`config.mk`:
```
export PLATFORM = sky130hd
export DESIGN_NAME = matrix_rowop_ctrl_flat
export DESIGN_NICKNAME = d
export VERILOG_FILES = /design/src/rtl/matrix_rowop_ctrl_pkg.sv /design/src/rtl/matrix_rowop_ctrl_if.sv /design/src/rtl/matrix_rowop_ctrl.sv /design/src/flat_wrapper.sv
export SDC_FILE = /design/constraint.sdc
export NUM_CORES = 1
export LEC_CHECK = 0
export ABC_AREA = 1
export CORE_MARGIN = 3
export CORE_UTILIZATION = 36
export CTS_CLUSTER_SIZE = 14
export DETAILED_ROUTE_END_ITERATION = 10
export PLACE_DENSITY = 0.81
export RECOVER_POWER = 25
export SLEW_MARGIN = 10
export SYNTH_ARGS = -nofsm -noshare
export SYNTH_HDL_FRONTEND = slang
export SYNTH_SLANG_ARGS = --single-unit
```
`constraint.sdc`:
```
create_clock -name clk -period 1.6 [get_ports clk]
set_input_delay 0.24 -clock clk [delete_from_list [all_inputs] [get_ports clk]]
set_output_delay 0.24 -clock clk [all_outputs]
set_load 0.02 [all_outputs]
```
`src/rtl/matrix_rowop_ctrl_pkg.sv`:
```
// Shared constants, state encoding and helpers for the matrix row-operation controller.
package matrix_pkg;

  localparam int ELEM_W  = 8;
  localparam int LANES   = 5;
  localparam int ROW_W   = ELEM_W * LANES;
  localparam int MAX_DIM = 5;
  localparam int ADDR_W  = 3;

  localparam logic [ADDR_W-1:0] MAX_DIM_A = ADDR_W'(MAX_DIM);

  localparam logic OP_ADD = 1'b0;
  localparam logic OP_SUB = 1'b1;

  typedef enum logic [2:0] {
    ST_IDLE = 3'd0,
    ST_RD   = 3'd1,
    ST_EX   = 3'd2,
    ST_WB   = 3'd3,
    ST_DONE = 3'd4
  } state_e;

  // A dimension is usable only if it names at least one row and fits the memories.
  function automatic logic dim_valid(input logic [ADDR_W-1:0] d);
    return (d != 3'd0) && (d <= MAX_DIM_A);
  endfunction

endpackage

```
`src/rtl/matrix_rowop_ctrl_if.sv`:
```
// Command, row-memory and ALU signals of the row-operation controller.
interface matrix_rowop_ctrl_if;
  import matrix_pkg::*;

  logic              start;
  logic              op_sel;
  logic [ADDR_W-1:0] dim;
  logic              busy;
  logic              done;
  logic              err;
  logic              ovf;
  logic              rd_en;
  logic [ADDR_W-1:0] rd_addr;
  logic [ROW_W-1:0]  rd_data_a;
  logic [ROW_W-1:0]  rd_data_b;
  logic              alu_op;
  logic [ROW_W-1:0]  alu_m1;
  logic [ROW_W-1:0]  alu_m2;
  logic [ROW_W-1:0]  alu_out;
  logic              alu_ovf;
  logic              wr_en;
  logic [ADDR_W-1:0] wr_addr;
  logic [ROW_W-1:0]  wr_data;

  modport master (
    input  start, op_sel, dim, rd_data_a, rd_data_b, alu_out, alu_ovf,
    output busy, done, err, ovf, rd_en, rd_addr, alu_op, alu_m1, alu_m2,
           wr_en, wr_addr, wr_data
  );

  modport slave (
    output start, op_sel, dim, rd_data_a, rd_data_b, alu_out, alu_ovf,
    input  busy, done, err, ovf, rd_en, rd_addr, alu_op, alu_m1, alu_m2,
           wr_en, wr_addr, wr_data
  );

endinterface

```
`src/rtl/matrix_rowop_ctrl.sv`:
```
// Row-by-row read/execute/write sequencer for a shared 5-lane row ALU.
// Optional MATRIX_ROWOP_OVF_ABORT_EN: stop after the first row that overflows.
module matrix_rowop_ctrl
  import matrix_pkg::*;
(
  input logic                 clk,
  input logic                 rst,
  matrix_rowop_ctrl_if.master bus
);

  state_e            state_r;
  state_e            state_nxt_s;
  logic [ADDR_W-1:0] row_r;
  logic [ADDR_W-1:0] row_nxt_s;
  logic [ADDR_W-1:0] dim_r;
  logic              accept_s;
  logic              last_row_s;
  logic              abort_s;

  assign accept_s   = (state_r == ST_IDLE) && bus.start;
  assign last_row_s = (row_r == (dim_r - 3'd1));

`ifdef MATRIX_ROWOP_OVF_ABORT_EN
  assign abort_s = bus.alu_ovf;
`else
  assign abort_s = 1'b0;
`endif

  // The result row goes straight from the ALU to memory during WB.
  assign bus.wr_data = bus.alu_out;

  // Next-state and row-counter selection.
  always_comb begin
    state_nxt_s = state_r;
    row_nxt_s   = row_r;
    case (state_r)
      ST_IDLE: begin
        if (bus.start) begin
          row_nxt_s   = '0;
          state_nxt_s = dim_valid(bus.dim) ? ST_RD : ST_DONE;
        end else begin
          state_nxt_s = ST_IDLE;
        end
      end
      ST_RD:   state_nxt_s = ST_EX;
      ST_EX:   state_nxt_s = ST_WB;
      ST_WB: begin
        if (last_row_s || abort_s) begin
          state_nxt_s = ST_DONE;
        end else begin
          row_nxt_s   = row_r + 3'd1;
          state_nxt_s = ST_RD;
        end
      end
      ST_DONE: state_nxt_s = ST_IDLE;
      default: begin
        state_nxt_s = ST_IDLE;
        row_nxt_s   = '0;
      end
    endcase
  end

  // State, operands, status and strobes; strobes are registered from the next state.
  always_ff @(posedge clk) begin
    if (rst) begin
      state_r     <= ST_IDLE;
      row_r       <= '0;
      dim_r       <= '0;
      bus.busy    <= 1'b0;
      bus.done    <= 1'b0;
      bus.err     <= 1'b0;
      bus.ovf     <= 1'b0;
      bus.rd_en   <= 1'b0;
      bus.rd_addr <= '0;
      bus.wr_en   <= 1'b0;
      bus.wr_addr <= '0;
      bus.alu_op  <= 1'b0;
      bus.alu_m1  <= '0;
      bus.alu_m2  <= '0;
    end else begin
      state_r     <= state_nxt_s;
      row_r       <= row_nxt_s;
      bus.busy    <= (state_nxt_s == ST_RD) || (state_nxt_s == ST_EX) ||
                     (state_nxt_s == ST_WB);
      bus.done    <= (state_nxt_s == ST_DONE);
      bus.rd_en   <= (state_nxt_s == ST_RD);
      bus.rd_addr <= row_nxt_s;
      bus.wr_en   <= (state_nxt_s == ST_WB);
      bus.wr_addr <= row_nxt_s;

      if (accept_s) begin
        bus.alu_op <= bus.op_sel;
        dim_r      <= bus.dim;
        bus.ovf    <= 1'b0;
        bus.err    <= !dim_valid(bus.dim);
      end else if (state_r == ST_WB) begin
        bus.ovf    <= bus.ovf | bus.alu_ovf;
      end else begin
        bus.ovf    <= bus.ovf;
      end

      if (state_r == ST_EX) begin
        bus.alu_m1 <= bus.rd_data_a;
        bus.alu_m2 <= bus.rd_data_b;
      end else begin
        bus.alu_m1 <= bus.alu_m1;
        bus.alu_m2 <= bus.alu_m2;
      end
    end
  end

endmodule

```
`src/flat_wrapper.sv`:
```
// flat-port wrapper written by rule: the top's interface ports become plain ports
module matrix_rowop_ctrl_flat import matrix_pkg::*;
  (clk, rst, bus_start, bus_op_sel, bus_dim, bus_rd_data_a, bus_rd_data_b, bus_alu_out, bus_alu_ovf, bus_busy, bus_done, bus_err, bus_ovf, bus_rd_en, bus_rd_addr, bus_alu_op, bus_alu_m1, bus_alu_m2, bus_wr_en, bus_wr_addr, bus_wr_data);
  matrix_rowop_ctrl_if bus_i ();
  input logic clk;
  input logic rst;
  input wire logic [$bits(bus_i.start)-1:0] bus_start;
  input wire logic [$bits(bus_i.op_sel)-1:0] bus_op_sel;
  input wire logic [$bits(bus_i.dim)-1:0] bus_dim;
  input wire logic [$bits(bus_i.rd_data_a)-1:0] bus_rd_data_a;
  input wire logic [$bits(bus_i.rd_data_b)-1:0] bus_rd_data_b;
  input wire logic [$bits(bus_i.alu_out)-1:0] bus_alu_out;
  input wire logic [$bits(bus_i.alu_ovf)-1:0] bus_alu_ovf;
  output wire logic [$bits(bus_i.busy)-1:0] bus_busy;
  output wire logic [$bits(bus_i.done)-1:0] bus_done;
  output wire logic [$bits(bus_i.err)-1:0] bus_err;
  output wire logic [$bits(bus_i.ovf)-1:0] bus_ovf;
  output wire logic [$bits(bus_i.rd_en)-1:0] bus_rd_en;
  output wire logic [$bits(bus_i.rd_addr)-1:0] bus_rd_addr;
  output wire logic [$bits(bus_i.alu_op)-1:0] bus_alu_op;
  output wire logic [$bits(bus_i.alu_m1)-1:0] bus_alu_m1;
  output wire logic [$bits(bus_i.alu_m2)-1:0] bus_alu_m2;
  output wire logic [$bits(bus_i.wr_en)-1:0] bus_wr_en;
  output wire logic [$bits(bus_i.wr_addr)-1:0] bus_wr_addr;
  output wire logic [$bits(bus_i.wr_data)-1:0] bus_wr_data;
  assign bus_i.start = bus_start;
  assign bus_i.op_sel = bus_op_sel;
  assign bus_i.dim = bus_dim;
  assign bus_i.rd_data_a = bus_rd_data_a;
  assign bus_i.rd_data_b = bus_rd_data_b;
  assign bus_i.alu_out = bus_alu_out;
  assign bus_i.alu_ovf = bus_alu_ovf;
  assign bus_busy = bus_i.busy;
  assign bus_done = bus_i.done;
  assign bus_err = bus_i.err;
  assign bus_ovf = bus_i.ovf;
  assign bus_rd_en = bus_i.rd_en;
  assign bus_rd_addr = bus_i.rd_addr;
  assign bus_alu_op = bus_i.alu_op;
  assign bus_alu_m1 = bus_i.alu_m1;
  assign bus_alu_m2 = bus_i.alu_m2;
  assign bus_wr_en = bus_i.wr_en;
  assign bus_wr_addr = bus_i.wr_addr;
  assign bus_wr_data = bus_i.wr_data;
  matrix_rowop_ctrl u_core (.clk(clk), .rst(rst), .bus(bus_i));
endmodule
```
==> results.toml <==
[outcome]
status = "finished clean"

[clock_tree]
cts_tree = "yes"
cts_setup_buffers = 0
cts-root-buf = "clkbuf_8"
cts_hold_buffers = 0
cts_buffers = 9
htree_levels = 3
clk-insertion-delay-late_ns = 0.34
clk_pin_slew_ns = 0.10
cts_sinks = 96
clockBufferDepth = 2

[synth]
yosysTopAreaCellShare_pct = 50.0
synth_top_family_by_area = "simple AND/OR/NAND/NOR gates"
netlist_instances = 495
synthMostInstantiatedCell = "nor2_1"
synthSimpleGateAreaFrac_pct = 21.7
synth_edf_count = 0
seq_area_frac_synth_pct = 50.0
synth_compound_area_share_pct = 12.7
synth_fp_nets = 625
ys_top_cells_by_count = "nor2_1, dfxtp_1, o21ai_0"
yosysUniqueCellTypes = 22
yosys-top-cells-area = "dfxtp_1, nor2_1, o21ai_0"
muxShareOfSynthArea_pct = 0
synthFlopType = "dfxtp_1"
synth-async-reset-ratio_pct = 0
yosys_register_bits = 96
postSynthAreaPerCell_sq_um = 7.76
yosysTopAreaCell = "dfxtp_1"
yosys_warnings = 0
synth_adder_area_share_pct = 0.652
synthXorXnorAreaFrac_pct = 0.228
syn_area_sq_um = 3840

[placement]
place_hpwl_um = 7860
placement.cell_area_sq_um = 5400
place_congestion = 0.855
numPortBuffers = 180

[min_path]
holdPathEnd = "u_core.dim_r[1]"
hold_path_startpoint = "u_core.dim_r[1]"
min_path_cells = 2
hp-class = "register to register"

[route]
via_per_inst = 4.70
drc_errors = 0
wire_per_inst_um = 14.4
first_iter_violations = 203
num_vias = 3596
first_pass_iters = 6
wl_um = 11000
antenna_left = 0

[timing]
finalCritPeriodShare_pct = 96.7
setup_viol = 0
fin_skew_ns = 0.0211
hold_violations = 0
period_minus_slack_ns = 1.55
maxSlewHeadroom_pct = 75.8
slew_violations = 0
max_clock_freq_mhz = 646
tightest_slew_ns = 0.363

[worst_setup_path]
ff2ff_path_depth = 10
path_cells = "clkdlybuf4s50_1"
reg2reg_from = "u_core.dim_r[0]"
reg2reg_setup_slack_ns = 0.09
timing.critical_path.buf_inv = 1
required_ns = 1.36
cp_top_family = "buffers and inverters"
crit_slowest_cell = "clkdlybuf4s50_1"
cp-start-kind = "register"
cp-startpoint = "u_core.bus.alu_m1[26]"
max_stage_delay_ns = 0.61
r2r-end = "u_core.bus.rd_addr[0]"
critical_path_class = "register to primary output"
cp-end-kind = "primary output"
crit_fanout = 2
critical_path_arrival_ns = 1.31

[floorplanning]
initial_core_util_pct = 37.0
core-area_sq_um = 10400
dieArea_sq_um = 11900
fp.dieW_um = 109
rows = 37
ioPinCount = 261
fp.dieH_um = 109

[grt]
grt_pass1_vias = 3390
grt_pass1_wl_um = 16500
grt_max_degree = 88
grt_overflow = 0
antenna_found_initial = 0
grt_util_all_layers_pct = 17.2

[power]
worst_ir_drop_vdd_mv = 0.515
power_density_nw_per_um2 = 1090
fin_total_pwr_mw = 6.16
p_leak_nw = 2.79

[cells_and_area]
fin_area_sq_um = 5660
fill_cells = 971
antenna_cells = 0
multi_input_area_sq_um = 1380
drive_gt1_share_pct = 5.41
fin_nets = 755
syn_to_final_growth_pct = 47.4
seq_area_sq_um = 1920

[flow_run]
maxCapViolCount = 0
state kept, by name, summed over array words and instances (netlist names), 3 cells and up:
| signal | count |
|---|---|
| u_core.bus.alu_m1 | 40 |
| u_core.bus.alu_m2 | 40 |
| u_core.bus.rd_addr | 3 |
| u_core.dim_r | 3 |
| u_core.state_r | 3 |
where the power goes:
group / switching [mW] / internal, mW / leakage [nW] / total (mW)
sequential: 0.138 / 2.65 / 0.784 / 2.79
clock: 0.833 / 0.884 / 0.110 / 1.72
combinational: 0.898 / 0.757 / 1.89 / 1.66
layout make-up:
cell class                      instances  share of cell area, %
Clock buffer                            9                   2.19
Clock inverter                          6                   1.61
Inverter                               19                   1.26
Multi-Input combinational cell        311                   24.4
Sequential cell                        96                   34.0
Tap cell                              136                   3.01
Timing Repair Buffer                  188                   33.5
per-stage QoR:
step / utilization [%] / std cells / setup TNS (ns) / hold slack, ns / setup WS [ns]
floorplan: - / 495 / 0 / 0.375 / 0.200
global placement: 52.1 / 750 / 0 / 0.444 / 0.133
detailed placement: 52.1 / 750 / 0 / 0.461 / 0.0368
CTS: 54.1 / 765 / 0 / 0.442 / 0.00438
global route: 54.6 / 765 / -0.105 / 0.449 / -0.0306
finish: 54.6 / 765 / 0 / 0.469 / 0.0529
tightest hold or removal path: stages (launching register included):
cell and delay [ns]:
dfxtp_1 0.31, inv_1 0.06, a21oi_1 0.06
worst max path at each step:
| stage | to | slack (ns) | depth (start not counted) |
|---|---|---|---|
| final | bus_alu_m1[26] | 0.05 | 1 |
| after global routing | u_core.bus.rd_addr[1] | -0.03 | 11 |
| after CTS | bus_alu_m2[18] | 0.004 | 1 |
| after detailed placement | u_core.bus.rd_addr[1] | 0.04 | 11 |
| after global placement | u_core.bus.rd_addr[1] | 0.13 | 11 |
| after floorplan | u_core.bus.rd_addr[1] | 0.20 | 10 |
routing by layer:
layer / vias up / GRT usage (%) / routed length, um
met2: 146 / 29.1 / 5450
met3: 36 / 5.92 / 1110
met1: 1639 / 19.6 / 4150
met4: 0 / 7.48 / 284
met5: - / 0 / 0
li1: 1775 / - / -
cell families after synthesis:
group           count (synthesis)
buf+inv                        88
simple gates                  212
compound gates                 96
flops                          96
xor+xnor                        1
fa+ha+maj                       2
layout by cell type, fill, tap and decap left out, drive strengths merged:
master / instances
a21o: 1
nand2: 31
a21oi: 9
nor3: 1
clkinv: 2
nand3: 8
dlygate4sd2: 6
a31oi: 1
bufinv: 2
inv: 21
ha: 2
dlymetal6s2s: 24
o21ai: 84
dfxtp: 96
clkdlybuf4s50: 144
xnor2: 1
clkbuf: 16
o21a: 1
nor2: 172
buf: 7
timing repair:
action                                  in CTS  in global routing
gates resized for setup                      6                 37
pin swaps                                    0                  1
endpoints found under the setup margin       6                 34
(Power assumes the default switching activity.)
